[src/rtl/checkout_ctrl.sv]
// Checkout sequencer: feeds item operands to unit_price, accumulates the running total,
// then collects coins and returns change, or refunds the paid amount on cancel.
module checkout_ctrl #(
    parameter int TOTAL_W   = 10,
    parameter int MAX_ITEMS = 8
) (
    input  logic               i_clk,
    input  logic               i_rst_n,
    input  logic               i_item_valid,
    output logic               o_item_ready,
    input  logic [3:0]         i_item_price,
    input  logic [3:0]         i_item_num,
    input  logic               i_checkout,
    input  logic               i_coin_valid,
    input  logic [3:0]         i_coin_value,
    input  logic               i_cancel,
    output logic [3:0]         o_up_price,
    output logic [3:0]         o_up_num,
    input  logic [7:0]         i_up_product,
    output logic [TOTAL_W-1:0] o_total,
    output logic [TOTAL_W-1:0] o_paid,
    output logic [TOTAL_W-1:0] o_change,
    output logic [3:0]         o_item_count,
    output logic               o_done,
    output logic               o_refund,
    output logic               o_ovf
);

    localparam int SUM_W = TOTAL_W + 1;

    typedef enum logic [2:0] {
        S_IDLE,
        S_ISSUE,
        S_ACC,
        S_PAY,
        S_DONE
    } state_t;

    state_t             r_state, w_next_state;
    logic [3:0]         r_up_price, w_next_up_price;
    logic [3:0]         r_up_num, w_next_up_num;
    logic [TOTAL_W-1:0] r_total, w_next_total;
    logic [TOTAL_W-1:0] r_paid, w_next_paid;
    logic [TOTAL_W-1:0] r_change, w_next_change;
    logic [3:0]         r_item_count, w_next_item_count;
    logic               r_item_ready, w_next_item_ready;
    logic               r_done, w_next_done;
    logic               r_refund, w_next_refund;
    logic               r_ovf, w_next_ovf;

    logic [SUM_W-1:0]   w_total_sum;
    logic [SUM_W-1:0]   w_paid_sum;
    logic               w_cancel_hit;
    logic               w_accept;

    // The extra top bit of each sum is the saturation flag.
    assign w_total_sum  = SUM_W'(r_total) + SUM_W'(i_up_product);
    assign w_paid_sum   = SUM_W'(r_paid) + SUM_W'(i_coin_value);
    assign w_cancel_hit = i_cancel &&
                          ((r_state inside {S_ISSUE, S_ACC, S_PAY}) ||
                           (r_state == S_IDLE && r_item_count != 4'd0));
    assign w_accept     = (r_state == S_IDLE) && i_item_valid && r_item_ready && !i_cancel;

    always_comb begin
        w_next_state      = r_state;
        w_next_up_price   = r_up_price;
        w_next_up_num     = r_up_num;
        w_next_total      = r_total;
        w_next_paid       = r_paid;
        w_next_change     = r_change;
        w_next_item_count = r_item_count;
        w_next_done       = 1'b0;
        w_next_refund     = 1'b0;
        w_next_ovf        = r_ovf;

        if (w_cancel_hit) begin
            w_next_change     = r_paid;
            w_next_refund     = 1'b1;
            w_next_total      = '0;
            w_next_paid       = '0;
            w_next_item_count = 4'd0;
            w_next_ovf        = 1'b0;
            w_next_state      = S_IDLE;
        end else begin
            unique case (r_state)
                S_IDLE: begin
                    if (w_accept) begin
                        w_next_up_price = i_item_price;
                        w_next_up_num   = i_item_num;
                        w_next_change   = '0;
                        w_next_state    = S_ISSUE;
                    end else if (i_checkout && r_item_count != 4'd0) begin
                        w_next_state = S_PAY;
                    end
                end
                S_ISSUE: w_next_state = S_ACC;
                S_ACC: begin
                    w_next_total      = w_total_sum[TOTAL_W] ? {TOTAL_W{1'b1}} : w_total_sum[TOTAL_W-1:0];
                    w_next_ovf        = r_ovf | w_total_sum[TOTAL_W];
                    w_next_item_count = r_item_count + 4'd1;
                    w_next_state      = S_IDLE;
                end
                S_PAY: begin
                    // The compare uses the registered paid value; a coin arriving now still counts.
                    if (i_coin_valid) begin
                        w_next_paid = w_paid_sum[TOTAL_W] ? {TOTAL_W{1'b1}} : w_paid_sum[TOTAL_W-1:0];
                        w_next_ovf  = r_ovf | w_paid_sum[TOTAL_W];
                    end
                    if (r_paid >= r_total) begin
                        w_next_state = S_DONE;
                    end
                end
                S_DONE: begin
                    w_next_change     = r_paid - r_total;
                    w_next_done       = 1'b1;
                    w_next_total      = '0;
                    w_next_paid       = '0;
                    w_next_item_count = 4'd0;
                    w_next_ovf        = 1'b0;
                    w_next_state      = S_IDLE;
                end
                default: w_next_state = S_IDLE;
            endcase
        end

        w_next_item_ready = (w_next_state == S_IDLE) && (w_next_item_count < 4'(MAX_ITEMS));
    end

    always_ff @(posedge i_clk or negedge i_rst_n) begin
        if (!i_rst_n) begin
            r_state      <= S_IDLE;
            r_up_price   <= 4'd0;
            r_up_num     <= 4'd0;
            r_total      <= '0;
            r_paid       <= '0;
            r_change     <= '0;
            r_item_count <= 4'd0;
            r_item_ready <= 1'b0;
            r_done       <= 1'b0;
            r_refund     <= 1'b0;
            r_ovf        <= 1'b0;
        end else begin
            r_state      <= w_next_state;
            r_up_price   <= w_next_up_price;
            r_up_num     <= w_next_up_num;
            r_total      <= w_next_total;
            r_paid       <= w_next_paid;
            r_change     <= w_next_change;
            r_item_count <= w_next_item_count;
            r_item_ready <= w_next_item_ready;
            r_done       <= w_next_done;
            r_refund     <= w_next_refund;
            r_ovf        <= w_next_ovf;
        end
    end

    assign o_item_ready = r_item_ready;
    assign o_up_price   = r_up_price;
    assign o_up_num     = r_up_num;
    assign o_total      = r_total;
    assign o_paid       = r_paid;
    assign o_change     = r_change;
    assign o_item_count = r_item_count;
    assign o_done       = r_done;
    assign o_refund     = r_refund;
    assign o_ovf        = r_ovf;

endmodule

[config.mk]
export PLATFORM = sky130hd
export DESIGN_NAME = checkout_ctrl
export DESIGN_NICKNAME = d
export VERILOG_FILES = /design/src/rtl/checkout_ctrl.sv
export SDC_FILE = /design/constraint.sdc
export NUM_CORES = 1
export LEC_CHECK = 0
export ABC_AREA = 1
export CORE_AREA = 2 2 89 91
export DETAILED_ROUTE_END_ITERATION = 16
export DIE_AREA = 0 0 91 93
export HOLD_SLACK_MARGIN = 0.03
export PLACE_DENSITY = 0.79
export SKIP_LAST_GASP = 1
export SYNTH_ARGS = -nofsm -noshare
export SYNTH_HDL_FRONTEND = slang
export SYNTH_SLANG_ARGS = --single-unit
[constraint.sdc]
create_clock -name i_clk -period 1.7 [get_ports i_clk]
set_input_delay 0.34 -clock i_clk [delete_from_list [all_inputs] [get_ports i_clk]]
set_output_delay 0.34 -clock i_clk [all_outputs]
set_load 0.03 [all_outputs]
# Word level (Yosys, flattened, before mapping)
# Index checks and enable logic that the tools add are counted.
# totals
ff_bits	49
elab_cells	70
# op_classes
magnitude_cmp	2
n_bitwise	3
reduce_logical	21
eq_ne	6
n_mux	23
add_sub_neg	4
# ops
operator	n
$mux 10	7
$pmux 10 s2	3
$mux 3	4
$reduce_bool 3->1	4
$add 10x4->11	1
$add 10x8->11	1
$ge 10x10->1	1
$sub 10x10->10	1
$pmux 3 s3	1
$pmux 4 s2	1
$reduce_bool 4->1	2
$logic_and 1x1->1	7
$eq 3x2->1 const B	2
$logic_not 3->1	2
$ne 3x3->1 const B	2
$reduce_and 2->1	3
$mux 1	5
$add 4x1->4 const B	1
$lt 4x4->1 const B	1
$mux 4	1
$eq 3x1->1 const B	1
$eq 3x3->1 const B	1
$pmux 1 s3	1
$reduce_and 3->1	1
other kinds (4)	5

# Depth between registers and ports, before layout
# Gate-level depths: netlist of the first run.
# depth
word_depth	9
depth_mapped	12
ltp_nobuf	12

# Worst setup path after synthesis of the first run
# OpenSTA, ideal clock, no wires.
# synth_path
path_kind	reg2reg
from	register r_total[0], in the netlist o_total[0]
to	register r_total[7], in the netlist o_total[7]
t_arrival_ns	2.012
period_less_slack_ns	2.095
setup_time_ns	0.083
stages_incl_launch_ff	12
path_slack_ns	-0.395
path_cell_list	dfrtp_1 > ha_1 > inv_1 > fa_1 > nand3b_1 > nand2_1 > nand3_1 > nand3_1 > nand2_1 > nand3_1 > nand2_1 > o21ai_0
# synth_between
elab_chain_len	4
# synth_lines
element	line_no	text
start, declared	42	logic [TOTAL_W-1:0] r_total, w_next_total;
start signal, assigned	146	r_total <= w_next_total;
$add 10x8->11	57	assign w_total_sum = SUM_W'(r_total) + SUM_W'(i_up_product);
$mux 10	98	w_next_total = w_total_sum[TOTAL_W] ? {TOTAL_W{1'b1}} : w_total_sum[TOTAL_W-1:0];
$pmux 10 s2	85	unique case (r_state)
$mux 10	76	if (w_cancel_hit) begin
# Every way passes these cells.
# A chain may end at the register's enable or synchronous reset.

# Worst setup path after layout of the first run
# layout_path
from	register r_paid[0], in the netlist o_paid[0]
to	register r_paid[8], in the netlist o_paid[8]
# layout_between
elab_chain_len	5
# layout_lines
element	line_no	text
start, declared	43	logic [TOTAL_W-1:0] r_paid, w_next_paid;
start signal, assigned	147	r_paid <= w_next_paid;
$add 10x4->11	58	assign w_paid_sum = SUM_W'(r_paid) + SUM_W'(i_coin_value);
$mux 10	106	w_next_paid = w_paid_sum[TOTAL_W] ? {TOTAL_W{1'b1}} : w_paid_sum[TOTAL_W-1:0];
$mux 10	105	if (i_coin_valid) begin
$pmux 10 s2	85	
$mux 10	76	
# Every way passes these cells. The select of a mux whose other input is x is not followed.

==> out/metrics.csv, run 1 <==
stage;metric;value;unit
sta;Worst Skew;0.00869;ns
power;VDD IR max;0.875;mV
synthesis;largest family of logic cells by synthesized area;simple AND/OR/NAND/NOR gates;
floorplan;Rows;32;
layout;area grow syn2layout;52.1;%
clock_network;clk sinks;49;
sta;fin crit period;1.95;ns
layout;Finished Core Util;69.2;%
critical_path;CP Data Required Time;1.89;ns
clock_network;Num CTS Buffers;5;
sta;worst setup margin;-0.252;ns
power;P_leak;2.91;nW
layout;area of the multi-input gates;0.00222;sq mm
global_routing;GR peak layer;met2;
critical_path;crit path kind;flip-flop to flip-flop;
global_routing;vias in the first global route;3602;
clock_network;TritonCTS clock tree;yes;
layout;Non-Filler Instances;716;
floorplan;Ports;72;
synthesis;Compound-Gate Fraction of Synth Area;13.3;%
clock_network;clock transition at the registers of the reported paths;0.10;ns
floorplan;Die Width;91;um
sta;Slew Limit Fails;0;
place;I/O Buffers;71;
sta;slew margin rel.;77.8;%
place;gp weighted congestion;0.902;
layout;layout cells sized above 1;28.5;%
global_routing;GRT met3 Usage;2.98;%
drt;DRT iter0 DRCs;227;
synthesis;Simple-Gate Fraction of Synth Area;30.0;%
synthesis;Synth Area in XOR/XNOR;1.79;%
sta;setup violators final;29;
sta;endpoints failing hold;0;
critical_path;critical path capture point type;flip-flop;
drt;via count;3659;
synthesis;adder-cell share of the synthesized area;10.5;%
flow_run;Max Cap Viol;0;
floorplan;Initial Utilization;45.5;%
layout;n_diodes;0;
worst_hold_path;Hold Path Class;flip-flop to flip-flop;
synthesis;Cells after Synth;466;
drt;vias per cell;5.11;
drt;DRC viols;0;
sta;actual slew at the worst max-slew pin;0.332;ns
place;Placed Cells incl. Taps;695;
floorplan;DIE AREA;0.00846;sq mm
synthesis;mux share of post-synthesis cell area;0;%
global_routing;Global Route Usage Sum;23.8;%
synthesis;mapped cell area;0.00342;sq mm
power;Cell Pwr Density;1940;mW/mm^2
sta;crit share post-route;115;%
critical_path;startpoint types;flip-flop;
drt;DR WL/cell;14.4;um
sta;Fmax;0.512;GHz
floorplan;die height;93;um
place;Setup WS pre-CTS;-0.552;ns
synthesis;part of the Yosys area used for sequential elements;35.8;%
synthesis;Syn Nets;519;
global_routing;M2 GR Usage;44.8;%
drt;Antenna Nets Post-Route;0;
synthesis;Yosys warnings;0;
status;status;finished, violations left;
synthesis;Synth cell types;42;
global_routing;largest net degree at the start of global routing;50;
layout;register area;0.00124;sq mm
layout;Nets;666;
synthesis;mean post-synth cell area;7.35;sq um
clock_network;clk_lat worst skew;0.31;ns
clock_network;CTS root buffer;clkbuf_8;
critical_path;Arrival @ worst endpoint;2.15;ns
synthesis;#FFs+latches synth;49;
sta;Fin Hold WS;0.482;ns
status;failing checks;negative setup slack;
global_routing;initial antenna violation count;0;
drt;total iterations of the first detailed-routing run;4;
critical_path;CP Max Fanout;2;
clock_network;clock buffer depth;2;
clock_network;H-tree Lvls;2;
drt;drt total wl;10.3;mm
global_routing;met1 usage;29.1;%
global_routing;first-pass GRT wire length;16.5;mm
place;DP HPWL;7.76;mm
power;Overall Power;10.1;mW
layout;number of fillers in the final layout;621;
sta;unrepaired setup endpoints after global routing;true;
global_routing;total gr overflow;0;
floorplan;core area;0.00753;sq mm
[cells in the final DEF (no fill, tap or decap), drive strengths merged, types with 2 or more instances in the layout]
master	netlist	routed
nand2	151	152
buf	4	72
inv	68	68
dfrtp	49	49
nand3	44	44
dlygate4sd2	0	38
o21ai	29	29
nor2	26	26
a21oi	25	25
clkdlybuf4s50	0	24
ha	24	24
dlymetal6s2s	0	8
o211ai	6	6
clkbuf	0	5
nor3	5	5
a21o	4	4
nand4	4	4
o22ai	4	4
xor2	4	4
xnor2	3	3
fa	3	3
or2	3	3
clkinvlp	0	2
nand3b	2	2
o21bai	2	2
[layer usage]
metal / part of all wire, % / wire length, um
met3: 3.7 / 384
met2: 54 / 5540
met4: 1.2 / 123
met1: 42 / 4290
met5: 0 / 0
[flip-flops by register name, indices dropped and copies added, names as in the netlist]
signal / cells
o_refund: 1
o_change: 10
o_item_count: 4
r_state: 3
o_total: 10
o_up_num: 4
o_up_price: 4
o_item_ready: 1
o_paid: 10
o_ovf: 1
o_done: 1
[power breakdown]
group	total (mW)	switching [mW]	leakage [nW]	internal, mW
registers	1.96	0.355	0.637	1.60
logic	7.40	4.32	2.23	3.07
clock network	0.727	0.429	0.0447	0.298
[cell usage after synthesis, drive strengths merged]
| library cell | number | share of area [%] |
|---|---|---|
| nor2 | 26 | 3.4 |
| nand4 | 4 | 0.73 |
| or2 | 3 | 0.55 |
| o21ai | 29 | 4.3 |
| dfrtp | 49 | 36 |
| ha | 24 | 8.8 |
| a21boi | 1 | 0.22 |
| nand3b | 2 | 0.44 |
| o21bai | 2 | 0.44 |
| o221ai | 1 | 0.26 |
| nand2 | 151 | 17 |
| o2111ai | 1 | 0.26 |
| o31ai | 1 | 0.22 |
| nor3 | 5 | 1.1 |
| a21oi | 25 | 4.2 |
| xnor2 | 3 | 0.77 |
| a31oi | 1 | 0.18 |
| a21o | 4 | 0.88 |
| o22ai | 4 | 0.73 |
| o211ai | 6 | 1.3 |
| fa | 3 | 1.8 |
| nand3 | 44 | 6.9 |
| inv | 68 | 7.7 |
| xor2 | 4 | 1.0 |
| buf | 4 | 0.91 |
| o311ai | 1 | 0.26 |
[path summary, 6_finish.rpt]
path                                   end  slack, ns         from  depth (start not counted)
min                            o_up_num[2]       0.48  o_up_num[2]                          2
max reg2reg                      o_paid[8]      -0.25    o_paid[0]                         11
min in group asynchronous  o_item_count[2]       0.52      i_rst_n                          3
min reg2reg                    o_up_num[2]       0.48  o_up_num[2]                          2
max                              o_paid[8]      -0.25    o_paid[0]                         11
max in group asynchronous        o_paid[1]       0.91      i_rst_n                          3
[through the flow]
step,setup TNS (ns),cell area [sq um]
floorplan,-1.42,3520
global placement,-10.07,4800
detailed placement,-11.45,4800
CTS,-3.12,4990
global route,-6.59,5210
finish,-4.04,5210
[what timing repair did]
action                                  CTS  global route
hold buffers                              1             0
setup buffers                             6             5
hold endpoints to repair                 49             0
pin swaps                                14            12
endpoints found under the setup margin   66            44
gates cloned                              1             0
resized for setup                        68            50
[cell families after synthesis]
group,count (synthesis)
compound gates,76
xor+xnor,7
fa+ha+maj,27
flops,49
simple gates,235
buf+inv,72
[area by class of cell]
class                      count  share of cell area, %
sequential                    49                   23.7
multi-input combinational    346                   42.6
timing repair buffer         143                   24.1
tap                          102                   2.45
inverter                      68                   5.21
clock inverter                 3                  0.481
clock buffer                   5                   1.32
[critical path, stage by stage (launching register included)]
cell and delay (ns):
dfrtp_2 0.40, buf_6 0.11, ha_4 0.13, inv_2 0.04, fa_2 0.33, nand3b_1 0.20
nand2_2 0.12, nand3_4 0.12, nor2_4 0.16, nand3_2 0.09, o21ai_2 0.07, o22ai_1 0.08
Power figures use the tool's default switching activity.
==> run 2: changes to the inputs <==
==> constraint.sdc (replaced) <==
create_clock -name i_clk -period 1.7 [get_ports i_clk]
set_input_delay 0.34 -clock i_clk [delete_from_list [all_inputs] [get_ports i_clk]]
set_output_delay 0.34 -clock i_clk [all_outputs]
set_load 0.05 [all_outputs]
==> run 2 against run 1 <==
The run still ends with negative setup slack left; via count increased by 1.4%; critical endpoint is now o_item_ready; critical path depth up 1; flip-flop and latch count stayed put; fmax grew 2.5%; worst hold slack gained 0.0080 ns; clock power increased by 5.8%; clock skew is 0.0037 ns higher; register-to-register slack better by 0.05 ns; sequential power grew 3%; non-clock buffer count increased by 3.
==> out/metrics.csv, run 2 (synthesis gave the netlist of run 1 again) <==
stage;metric;value;unit
place;I/O Buffers;71;
power;P_leak;2.78;nW
layout;most common cell after layout, fill and taps aside;nand2_1;
drt;drt total wl;10.5;mm
floorplan;core area;0.00753;sq mm
clock_network;clk_lat worst skew;0.32;ns
sta;Slew Limit Fails;0;
global_routing;total gr overflow;0;
critical_path;critical path capture point type;flip-flop;
drt;DR WL/cell;14.7;um
sta;fin crit period;1.91;ns
critical_path;most used cell, CP;nand2_2;
drt;vias per cell;5.15;
critical_path;CP Data Required Time;1.93;ns
sta;slew margin rel.;76.6;%
layout;most frequent cells in the layout;nand2_1 (131), buf_4 (108), inv_1 (51), dfrtp_1 (29), nand3_1 (26);
critical_path;CP max stage delay;0.46;ns
drt;DRT iter0 DRCs;275;
place;DP HPWL;7.61;mm
layout;layout cells sized above 1;40.6;%
clock_network;clock transition at the registers of the reported paths;0.11;ns
sta;Fin Hold WS;0.490;ns
drt;total iterations of the first detailed-routing run;5;
drt;DRC viols;0;
clock_network;TritonCTS clock tree;yes;
critical_path;CP Max Fanout;3;
floorplan;Rows;32;
sta;crit share post-route;112;%
drt;Antenna Nets Post-Route;0;
clock_network;CTS root buffer;clkbuf_8;
clock_network;clk sinks;49;
power;Overall Power;11.4;mW
sta;Fmax;0.525;GHz
global_routing;vias in the first global route;3600;
global_routing;initial antenna violation count;0;
floorplan;die height;93;um
flow_run;Max Cap Viol;0;
layout;Non-Filler Instances;720;
status;failing checks;negative setup slack;
clock_network;Num CTS Buffers;5;
clock_network;clock buffer depth;2;
critical_path;crit path kind;flip-flop to flip-flop;
critical_path;startpoint types;flip-flop;
layout;Nets;670;
critical_path;cell family with most CP delay;simple AND/OR/NAND/NOR gates;
global_routing;largest net degree at the start of global routing;50;
place;gp weighted congestion;0.917;
floorplan;DIE AREA;0.00846;sq mm
global_routing;Global Route Usage Sum;23.7;%
clock_network;H-tree Lvls;2;
sta;Worst Skew;0.0124;ns
critical_path;Arrival @ worst endpoint;2.13;ns
sta;unrepaired setup endpoints after global routing;true;
layout;n_diodes;0;
critical_path;Cell Chain, Critical Path;inv_2, ha_4, inv_4, fa_2, nand2_2, nand3_2, nand2_2, nand3_2, nand2_2, nand2_2, nand2_1, nor2_1;
worst_hold_path;Hold Path Class;flip-flop to flip-flop;
floorplan;Initial Utilization;45.5;%
sta;setup violators final;29;
drt;via count;3710;
floorplan;Die Width;91;um
sta;Setup TNS Final;-4.00;ns
layout;area grow syn2layout;56.0;%
floorplan;Ports;72;
power;VDD IR max;0.906;mV
place;Placed Cells incl. Taps;693;
power;Cell Pwr Density;2130;mW/mm^2
critical_path;worst path buffer plus inverter count;2;
critical_path;Critical-path top delay cell;dfrtp_2;
sta;endpoints failing hold;0;
sta;actual slew at the worst max-slew pin;0.349;ns
global_routing;first-pass GRT wire length;16.3;mm
sta;worst setup margin;-0.205;ns
status;status;finished, violations left;
[run 2: power breakdown]
part | internal (mW) | switching, mW | total [mW]
sequential | 1.63 | 0.399 | 2.02
clock | 0.311 | 0.458 | 0.769
combinational | 3.42 | 5.19 | 8.61
total | 5.36 | 6.05 | 11.4
[run 2: stage by stage]
stage / utilization, % / cell area (sq um) / worst slack, ns
5_1_grt: 71.0 / 5340 / -0.285
6_report: 71.0 / 5340 / -0.205
3_3_place_gp: 63.7 / 4790 / -0.526
4_1_cts: 67.6 / 5080 / -0.167
2_1_floorplan: - / 3580 / -0.204
3_5_place_dp: 63.7 / 4790 / -0.587
[run 2: cell type report]
type | instances | area [sq um]
clock buffers | 5 | 68.8
multi-input cells | 347 | 2330
inverters | 68 | 274
well taps | 102 | 128
repair buffers | 146 | 1260
flip-flops and latches | 49 | 1250
fillers | 610 | 2190
clock inverters | 3 | 28.8
[run 2: metal layers]
| metal | GRT usage [%] | share of wire, % |
|---|---|---|
| met3 | 2.74 | 3.5 |
| met1 | 29.7 | 42 |
| met4 | 7.20 | 1.6 |
| met2 | 42.8 | 53 |
| met5 | 0 | 0 |
[run 2: what timing repair did]
| action | in CTS | in global routing |
|---|---|---|
| gates cloned | 1 | 1 |
| resized for setup | 37 | 45 |
| hold buffers | 1 | 0 |
| setup buffers | 8 | 8 |
| pin swaps | 24 | 23 |
| endpoints found under the hold margin | 49 | 0 |
| endpoints found under the setup margin | 29 | 34 |
[run 2: path summary, 6_finish.rpt]
| path | startpoint | endpoint | slack [ns] | cells past startpoint |
|---|---|---|---|---|
| min in group asynchronous | i_rst_n | o_item_count[2] | 0.54 | 3 |
| setup / recovery | o_paid[0] | o_item_ready | -0.21 | 12 |
| hold / removal | o_up_num[1] | o_up_num[1] | 0.49 | 2 |
| max in group asynchronous | i_rst_n | o_paid[4] | 0.91 | 3 |
| hold reg to reg | o_up_num[1] | o_up_num[1] | 0.49 | 2 |
| setup reg to reg | o_paid[0] | o_item_ready | -0.21 | 12 |
[run 2: tightest hold or removal path: cells and delay by family, from the launching register on]
kind | cells | cell delay (ns)
flops | 1 | 0.36
simple gates | 2 | 0.10
==> run 3: changes to the inputs <==
--- a/config.mk
+++ b/config.mk
@@ -6,11 +6,12 @@
 export NUM_CORES = 1
 export LEC_CHECK = 0
 export ABC_AREA = 1
-export CORE_AREA = 2 2 89 91
+export CORE_AREA = 2 2 82 84
 export DETAILED_ROUTE_END_ITERATION = 16
-export DIE_AREA = 0 0 91 93
+export DIE_AREA = 0 0 84 86
 export HOLD_SLACK_MARGIN = 0.03
-export PLACE_DENSITY = 0.79
+export PLACE_DENSITY = 0.87
+export SETUP_SLACK_MARGIN = 0.02
 export SKIP_LAST_GASP = 1
 export SYNTH_ARGS = -nofsm -noshare
 export SYNTH_HDL_FRONTEND = slang
==> constraint.sdc (replaced) <==
create_clock -name i_clk -period 2.25 [get_ports i_clk]
set_input_delay 0.45 -clock i_clk [delete_from_list [all_inputs] [get_ports i_clk]]
set_output_delay 0.45 -clock i_clk [all_outputs]
set_load 0.05 [all_outputs]
==> run 3 against run 2 <==
The run now ends clean; cell count down 12%; power down 39%; register-to-register slack better by 0.44 ns; clock power down 29%; die area down 15%; critical path type is now flip-flop to output port; critical endpoint is now o_paid[5].
==> out/metrics.csv, run 3 (synthesis gave the netlist of run 1 again) <==
stage;metric;value;unit
status;status;completed;
layout;area grow syn2layout;30.0;%
place;DP HPWL;6.99;mm
floorplan;Die Width;84;um
floorplan;Rows;29;
clock_network;H-tree Lvls;2;
critical_path;Critical-path top delay cell;clkdlybuf4s50_1;
clock_network;CTS root buffer;clkbuf_8;
drt;DR WL/cell;14.4;um
layout;n_diodes;0;
drt;Antenna Nets Post-Route;0;
layout;register area;0.00123;sq mm
sta;worst setup margin;0.0869;ns
place;gp weighted congestion;0.908;
critical_path;CP max stage delay;0.87;ns
critical_path;reg2reg path depth;12;
global_routing;largest net degree at the start of global routing;26;
sta;unrepaired setup endpoints after global routing;false;
critical_path;r2r startpoint;o_paid[0];
critical_path;FF-to-FF setup slack;0.23;ns
critical_path;CP Data Required Time;1.80;ns
global_routing;Global Route Usage Sum;25.4;%
sta;Fmax;0.462;GHz
layout;area of the multi-input gates;0.00193;sq mm
floorplan;core area;0.00628;sq mm
floorplan;Ports;72;
drt;total iterations of the first detailed-routing run;5;
drt;vias per cell;5.61;
clock_network;TritonCTS clock tree;yes;
clock_network;clk sinks;49;
place;I/O Buffers;71;
layout;number of fillers in the final layout;501;
power;P_leak;2.32;nW
critical_path;crit path kind;flip-flop to output port;
floorplan;Initial Utilization;54.6;%
critical_path;reg-to-reg critical path endpoint;o_item_ready;
critical_path;cell family with most CP delay;buffers and inverters;
clock_network;clock transition at the registers of the reported paths;0.10;ns
clock_network;clock buffer depth;2;
floorplan;DIE AREA;0.00722;sq mm
global_routing;vias in the first global route;3318;
drt;drt total wl;9.10;mm
critical_path;worst path buffer plus inverter count;1;
sta;endpoints failing hold;0;
global_routing;initial antenna violation count;0;
sta;setup violators final;0;
layout;most frequent cells in the layout;nand2_1 (145), clkdlybuf4s50_1 (69), inv_1 (60), dfrtp_1 (48), nand3_1 (40);
flow_run;Max Cap Viol;0;
critical_path;Arrival @ worst endpoint;1.71;ns
global_routing;first-pass GRT wire length;15.0;mm
power;VDD IR max;0.935;mV
sta;Slew Limit Fails;0;
layout;most common cell after layout, fill and taps aside;nand2_1;
critical_path;critical path capture point type;output port;
floorplan;die height;86;um
clock_network;clk_lat worst skew;0.32;ns
critical_path;CP Max Fanout;7;
sta;crit share post-route;96.1;%
critical_path;Cell Chain, Critical Path;clkdlybuf4s50_1;
power;Cell Pwr Density;1560;mW/mm^2
sta;slew margin rel.;59.7;%
power;Overall Power;6.94;mW
clock_network;hold buffer count at cts;0;
drt;DRT iter0 DRCs;221;
drt;DRC viols;0;
layout;layout cells sized above 1;10.2;%
global_routing;total gr overflow;0;
place;Setup WS pre-CTS;-0.341;ns
layout;Nets;609;
critical_path;startpoint types;flip-flop;
sta;actual slew at the worst max-slew pin;0.605;ns
worst_hold_path;Hold Path Class;primary input to async pin;
drt;via count;3555;
clock_network;Num CTS Buffers;5;
sta;Worst Skew;0.0164;ns
sta;fin crit period;2.16;ns
-- run 3: repair_timing --
item,4_1_cts,5_1_grt
resized for setup,2,9
endpoints found under the hold margin,0,0
setup endpoints to repair,6,20
gates cloned,0,0
buffers inserted,0,1
-- run 3: power by group --
group	switching (mW)	total (mW)	internal, mW
clock	0.321	0.546	0.225
sequential	0.332	1.54	1.20
combinational	3.21	4.86	1.65
total	3.86	6.94	3.08
-- run 3: worst max-delay path by stage --
stage	start	end	cells after the start
2_1_floorplan	o_paid[0]	o_paid[7]	11
3_3_place_gp	i_up_product[0]	o_total[7]	12
3_5_place_dp	i_coin_value[0]	o_paid[5]	12
4_1_cts	i_coin_value[0]	o_paid[5]	12
5_1_grt	i_coin_value[0]	o_paid[7]	12
6_report	o_paid[5]	o_paid[5]	1
-- run 3: final cells by class --
class	instances	area share, %
clock buffer	5	1.55
clock inverter	3	0.562
inverter	68	5.96
multi-input combinational	345	43.3
sequential	49	27.6
tap	77	2.16
timing repair buffer	87	18.9
-- run 3: per-layer routing --
layer	wire length, um	GRT usage, %
met1	3830	32.5
met2	4570	44.5
met3	517	3.85
met4	192	8.06
met5	0	0
-- run 3: metrics by stage --
step / utilization, % / area (sq um) / hold slack, ns / setup TNS (ns) / instances
CTS: 70.4 / 4420 / 0.141 / 0 / 633
floorplan: - / 3430 / 0.154 / 0 / 466
finish: 70.9 / 4450 / 0.124 / 0 / 634
detailed placement: 68.8 / 4320 / 0.469 / -5.86 / 625
global route: 70.9 / 4450 / 0.167 / 0 / 634
global placement: 68.8 / 4320 / 0.463 / -4.10 / 625
